File: src/rtl/sweep_ctrl.sv
// Triangular sweep sequencer for an external 8-bit up/down counter.
// Loads lo, runs N lo->hi->lo sweeps and cross-checks every counter value it sees.
module sweep_ctrl #(
    parameter int WIDTH = 8,
    parameter int NW    = 4
) (
    input  logic             clk,
    input  logic             reset,
    input  logic             start,
    input  logic             abort,
    input  logic [WIDTH-1:0] lo,
    input  logic [WIDTH-1:0] hi,
    input  logic [NW-1:0]    n_sweeps,
    input  logic [WIDTH-1:0] cnt_value,
    output logic             cnt_en,
    output logic             cnt_up,
    output logic             cnt_load,
    output logic [WIDTH-1:0] cnt_load_val,
    output logic             busy,
    output logic             done,
    output logic             err
);

    typedef enum logic [2:0] {
        S_IDLE,
        S_LOAD,
        S_UP,
        S_DOWN,
        S_DONE
    } state_t;

    localparam logic [NW-1:0] REM_ONE = {{(NW-1){1'b0}}, 1'b1};

    // Modulo-2^WIDTH step helpers; a legal configuration never wraps.
    function automatic logic [WIDTH-1:0] step_inc(input logic [WIDTH-1:0] x);
        return x + 1'b1;
    endfunction

    function automatic logic [WIDTH-1:0] step_dec(input logic [WIDTH-1:0] x);
        return x - 1'b1;
    endfunction

    state_t           state_q, state_d;
    logic [WIDTH-1:0] lo_q, lo_d;
    logic [WIDTH-1:0] hi_q, hi_d;
    logic [NW-1:0]    rem_q, rem_d;
    logic [WIDTH-1:0] exp_q, exp_d;
    logic             done_q, done_d;
    logic             err_q, err_d;

    logic             mismatch;
    logic             cfg_bad;

    assign mismatch = (cnt_value != exp_q);
    assign cfg_bad  = (lo >= hi) || (n_sweeps == '0);

    always_ff @(posedge clk) begin
        if (!reset) begin
            state_q <= S_IDLE;
            lo_q    <= '0;
            hi_q    <= '0;
            rem_q   <= '0;
            exp_q   <= '0;
            done_q  <= 1'b0;
            err_q   <= 1'b0;
        end else begin
            state_q <= state_d;
            lo_q    <= lo_d;
            hi_q    <= hi_d;
            rem_q   <= rem_d;
            exp_q   <= exp_d;
            done_q  <= done_d;
            err_q   <= err_d;
        end
    end

    always_comb begin
        state_d  = state_q;
        lo_d     = lo_q;
        hi_d     = hi_q;
        rem_d    = rem_q;
        exp_d    = exp_q;
        done_d   = 1'b0;
        err_d    = 1'b0;
        cnt_en   = 1'b0;
        cnt_up   = 1'b0;
        cnt_load = 1'b0;

        unique case (state_q)
            S_IDLE: begin
                // abort in the same cycle cancels the request outright
                if (start && !abort) begin
                    if (cfg_bad) begin
                        err_d = 1'b1;
                    end else begin
                        lo_d    = lo;
                        hi_d    = hi;
                        rem_d   = n_sweeps;
                        state_d = S_LOAD;
                    end
                end
            end

            S_LOAD: begin
                if (abort) begin
                    state_d = S_IDLE;
                end else begin
                    cnt_load = 1'b1;
                    exp_d    = lo_q;
                    state_d  = S_UP;
                end
            end

            S_UP: begin
                if (abort) begin
                    state_d = S_IDLE;
                end else if (mismatch) begin
                    err_d   = 1'b1;
                    state_d = S_IDLE;
                end else if (cnt_value != hi_q) begin
                    cnt_en = 1'b1;
                    cnt_up = 1'b1;
                    exp_d  = step_inc(exp_q);
                end else begin
                    cnt_en  = 1'b1;
                    exp_d   = step_dec(exp_q);
                    state_d = S_DOWN;
                end
            end

            S_DOWN: begin
                if (abort) begin
                    state_d = S_IDLE;
                end else if (mismatch) begin
                    err_d   = 1'b1;
                    state_d = S_IDLE;
                end else if (cnt_value != lo_q) begin
                    cnt_en = 1'b1;
                    exp_d  = step_dec(exp_q);
                end else if (rem_q > REM_ONE) begin
                    // turn around at lo and start the next sweep
                    rem_d   = rem_q - 1'b1;
                    cnt_en  = 1'b1;
                    cnt_up  = 1'b1;
                    exp_d   = step_inc(exp_q);
                    state_d = S_UP;
                end else begin
                    done_d  = 1'b1;
                    state_d = S_DONE;
                end
            end

            S_DONE: begin
                state_d = S_IDLE;
            end

            default: begin
                state_d = S_IDLE;
            end
        endcase
    end

    assign cnt_load_val = lo_q;
    assign busy         = (state_q != S_IDLE);
    assign done         = done_q;
    assign err          = err_q;

endmodule

File: config.mk
export PLATFORM = sky130hd
export DESIGN_NAME = sweep_ctrl
export DESIGN_NICKNAME = d
export VERILOG_FILES = /design/src/rtl/sweep_ctrl.sv
export SDC_FILE = /design/constraint.sdc
export NUM_CORES = 1
export LEC_CHECK = 0
export CAP_MARGIN = 20
export CORE_ASPECT_RATIO = 2
export CORE_MARGIN = 4
export CORE_UTILIZATION = 49
export CTS_BUF_LIST = sky130_fd_sc_hd__clkbuf_8
export CTS_CLUSTER_SIZE = 14
export DETAILED_ROUTE_END_ITERATION = 7
export PLACE_DENSITY = 0.79
export SLEW_MARGIN = 25
export SYNTH_ARGS = -nofsm -noshare
export SYNTH_HDL_FRONTEND = slang
export SYNTH_SLANG_ARGS = --single-unit
File: constraint.sdc
create_clock -name clk -period 2.15 [get_ports clk]
set_clock_uncertainty 0.1 [all_clocks]
set_input_delay 0.3225 -clock clk [delete_from_list [all_inputs] [get_ports clk]]
set_output_delay 0.3225 -clock clk [all_outputs]
set_load 0.005 [all_outputs]
# [Word-level counts from Yosys, hierarchy flattened]
# Index checks and enable logic that the tools add are counted.
[word_totals] wordCells=96 out_inout_bits=14 ff_bits=33
[op_classes] n_reduce_logical=14 magnitude_cmp=2 n_eq_ne=18 n_addsub=3 mux=49 bitwise=3
[ops] op="$mux W8" n=8
[ops] op="$mux W3" n=9
[ops] op="$mux W4" n=6
[ops] op="$ne A8 B8 Y1" n=3
[ops] op="$pmux W8 S3" n=1
[ops] op="$mux W1" n=19
[ops] op="$ne A2 B2 Y1 const B" n=9
[ops] op="$reduce_and A7 Y1" n=2
[ops] op="$pmux W3 S4" n=1
[ops] op="$add A8 B1 Y8 const B" n=1
[ops] op="$ge A8 B8 Y1" n=1
[ops] op="$ne A4 B4 Y1 const B" n=2
[ops] op="$pmux W4 S2" n=1
[ops] op="$sub A8 B1 Y8 const B" n=1
[ops] op="$eq A3 B2 Y1 const B" n=2
[ops] op="$pmux W1 S2" n=3
[ops] op="$reduce_bool A3 Y1" n=2
[ops] op="$reduce_or A5 Y1" n=1
[ops] op="$gt A4 B1 Y1 const B" n=1
[ops] op="$logic_not A4 Y1" n=1
[ops] op="$reduce_and A4 Y1" n=1
[ops] op="$sub A4 B1 Y4 const B" n=1
[ops] op="$eq A3 B1 Y1 const B" n=1
[ops] op="$logic_not A3 Y1" n=1
[ops] op="other kinds (9)" n=11

# [Depth between registers and ports, before layout]
[logic_depth] word_depth=6 mapped_depth=10 mapped_depth_nobuf=8

# [Worst setup path after synthesis]
# No wires, ideal clock.
[synth_timing] kind="in2reg" from="input hi[6]" to="register lo_q[0] (netlist: cnt_load_val[0])" t_arrival_ns=1.934 required_time_ns=1.934 setup_time_ns=0.116 stages=10 path_buffers=2 path_slack_ns=0.000 path_cell_list="inv_1 ha_1 and4_1 o21ai_0 o211a_1 nand3_1 buf_2 buf_2 mux2i_1 nor2b_1"
[synth_via] elab_chain_len=4
[synth_lines] item="from (decl)" line="12" source="input logic [WIDTH-1:0] hi,"
[synth_lines] item="$ge A8 B8 Y1" line="55" source="assign cfg_bad = (lo >= hi) || (n_sweeps == '0);"
[synth_lines] item="$logic_or A1 B1 Y1" line="55"
[synth_lines] item="$not A1 Y1 (no source line)"
[synth_lines] item="$reduce_and A3 Y1 (no source line)"
[synth_lines] item="to (signal assigned)" line="68" source="lo_q <= lo_d;"
[synth_lines] item="to (decl)" line="44" source="logic [WIDTH-1:0] lo_q, lo_d;"
# No other way between the ends.
# A chain may end at the register's enable or synchronous reset.

# [Final worst setup path]
[layout_timing] from="register lo_q[4] (netlist: cnt_load_val[4])" to="output cnt_up"
[layout_via] elab_chain_len=5
[layout_lines] item="$ne A8 B8 Y1" line="137" source="end else if (cnt_value != lo_q) begin"
[layout_lines] item="$mux W1" line="137"
[layout_lines] item="$mux W1" line="134" source="end else if (mismatch) begin"
[layout_lines] item="$mux W1" line="132" source="if (abort) begin"
[layout_lines] item="$pmux W1 S2" line="89" source="unique case (state_q)"
[layout_lines] item="to (decl)" line="16" source="output logic cnt_up,"
# No other way between the ends.

==> impl_metrics.tcl <==
set metrics [dict create \
    status "finished, violations left" \
    violations "setup timing" \
    leakagePower_nw 1.70 \
    cts_max_level 2 \
    antenna_cells 0 \
    rsz0062_at_grt "true" \
    min_period_ns 2.26 \
    antenna_found_initial 0 \
    drtPass1Iterations 7 \
    path_class "flop to output port" \
    place_congestion 0.960 \
    synthToLayoutAreaGrowth_pct 60.8 \
    routed_via_density 6.27 \
    ys_warn_count 0 \
    worst_pin_slew_ns 0.527 \
    drive_gt1_frac 0.423 \
    yosysMostFrequentCell "dfxtp_1" \
    synth_top_cell_area_share 0.277 \
    clockBufferDepth 2 \
    nNetsFinal 435 \
    min_path_cells 3 \
    synth_nets 324 \
    syn_area_per_cell_um2 8.52 \
    synth_area_um2 2380 \
    clk_pin_slew_ns 0.08 \
    finish.utilization 0.826 \
    cts_made_buffers 5 \
    dp_hpwl_mm 5.52 \
    initial_core_util 0.514 \
    max_slew_margin 0.648 \
    slew_violations 0 \
    yosys_register_bits 33 \
    drt_iter0_drc 269 \
    via_count 2804 \
    finalSetupViolCount 7 \
    insertion_delay_ns 0.30 \
    yosysUniqueCellTypes 53 \
    seq_area_frac_synth 0.277 \
    ios 46 \
    grt_max_degree 23 \
    cp-end-kind "output port" \
    grt_pass1_wl_mm 13.9 \
    fin_ws_ns -0.109 \
    dieHeight_um 107 \
    fmax_ghz 0.443 \
    drcViolationCount 0 \
    synthTopCellsByCount "dfxtp_1, nand2_1, xnor2_1, mux2i_1, nor2b_1" \
    async_flop_share 0 \
    worstPathRequired_ns 1.73 \
    wl_per_cell_um 22.6 \
    drt.antenna.violating_nets 0 \
    maxCapViolCount 0 \
    dieArea_um2 6110 \
    core_area_um2 4640 \
    cts_tree "yes" \
    hp-class "input pin to flop" \
    worstSetupStartpointType "flop" \
    ys.flop_type "dfxtp_1" \
    cts.sinks 33 \
    grt_overflow 0 \
    critPathArrivalTime_ns 1.84 \
    synth_top_area_cell "dfxtp_1" \
    fin_total_pwr_mw 1.66 \
    powerDensity_nw_per_um2 433 \
    row_count 35 \
    io_buffers 45 \
    hold_viol 0 \
    fin_crit_sh 1.05 \
    peakVddDrop_uv 606 \
    yosys-top-cells-area "dfxtp_1, mux2i_1, xnor2_1" \
    syn_inst 280 \
    ff2ff_path_depth 9 \
    dieWidth_um 57.3 \
    synth-edff-count 0 \
    cp_max_fo 4 \
    grt_pass1_vias 2836 \
    hold_buffers 0 \
    routed_wl_mm 10.1 \
    cts_root_buf "clkbuf_8" \
    grt_usage 0.293 \
]
==> critical path, cell delays in order (launching register included) <==
cell and delay, ns:
dfxtp_2 0.35, xnor2_2 0.20, nand4_1 0.17, nor4_2 0.30, buf_4 0.22, nand2b_4 0.05, a21oi_2 0.10, buf_2 0.13
==> through the flow <==
stage	hold WS [ns]	instances	TNS (ns)	setup WS [ns]	instance area [um^2]
6_report	0.245	447	-0.300	-0.109	3830
5_1_grt	0.258	447	-1.39	-0.163	3830
4_1_cts	0.338	443	-0.170	-0.0806	3700
3_5_place_dp	0.396	425	-18.07	-0.675	3290
3_3_place_gp	0.382	425	-17.14	-0.699	3290
2_1_floorplan	0.371	280	0	0.000178	2380
==> path summary, 6_finish.rpt <==
kind / startpoint / to / slack, ns
hold / removal: hi[0] / hi_q[0] / 0.25
hold reg to reg: rem_q[3] / rem_q[3] / 0.43
setup reg to reg: rem_q[0] / exp_q[0] / -0.06
setup / recovery: cnt_load_val[4] / cnt_up / -0.11
==> state kept, by name, indices dropped and copies added, names as in the netlist <==
signal        flops
hi_q              8
cnt_load_val      8
state_q           3
exp_q             8
rem_q             4
done              1
err               1
==> kinds of logic (layout without fill, tap and decap cells) <==
logic type	Yosys count	in the layout	synth area share
AND/OR/NAND/NOR	99	99	0.237
multiplexers	19	19	0.0803
buffers and inverters	31	143	0.0577
XOR/XNOR	31	31	0.114
AO/OA/AOI/OAI	55	55	0.172
adder cells (fa/ha/maj)	12	12	0.0630
flip-flops	33	33	0.277
==> where the power goes <==
group	switching, mW	internal, mW
sequential	0.0215	0.632
clock	0.265	0.227
combinational	0.244	0.270
==> metal layers <==
metal / global-route usage / share of wire / wire (um)
met1: 0.296 / 0.33 / 3380
met2: 0.543 / 0.53 / 5340
met3: 0.0398 / 0.055 / 559
met4: 0.179 / 0.081 / 815
met5: 0 / 0 / 0
==> cells in the final DEF, fill, tap and decap left out, types with 3 or more instances in the layout <==
cell type / Yosys / final
a21boi_1: 2 / 3
a21oi_1: 8 / 5
a21oi_2: 1 / 4
a31oi_1: 6 / 4
a32o_1: 5 / 5
and4_1: 3 / 3
buf_16: 0 / 3
buf_4: 2 / 65
buf_6: 1 / 3
clkbuf_2: 0 / 10
clkbuf_8: 0 / 5
clkdlybuf4s15_1: 0 / 3
clkdlybuf4s50_1: 0 / 17
clkinvlp_4: 0 / 3
dfxtp_1: 33 / 21
dfxtp_2: 0 / 10
dlygate4sd2_1: 0 / 12
ha_1: 12 / 6
ha_4: 0 / 4
inv_1: 16 / 11
inv_2: 1 / 6
mux2i_1: 18 / 16
nand2_1: 20 / 18
nand2b_1: 5 / 3
nand3_1: 10 / 9
nand4_1: 4 / 4
nor2_1: 13 / 11
nor2b_1: 18 / 18
nor3_1: 4 / 3
nor3b_1: 3 / 3
nor4_2: 0 / 3
o211ai_1: 3 / 3
o21ai_0: 12 / 8
o21ai_1: 1 / 3
o221ai_1: 3 / 3
or3_1: 3 / 3
xnor2_1: 19 / 6
xnor2_2: 0 / 12
xor2_1: 12 / 11
==> area by class of cell <==
type	instances	area, um^2
multi-input combinational	216	1910
timing repair buffer	118	1020
fill	259	807
sequential	33	681
clock buffer	5	68.8
tap	55	68.8
inverter	17	63.8
clock inverter	3	22.5
==> what timing repair did <==
item,4_1_cts,5_1_grt
pin swaps,19,26
cloned,3,0
setup endpoints to repair,33,24
gates resized for setup,78,60
setup buffers,7,4
Note: power is estimated with default switching activity, not from simulation.
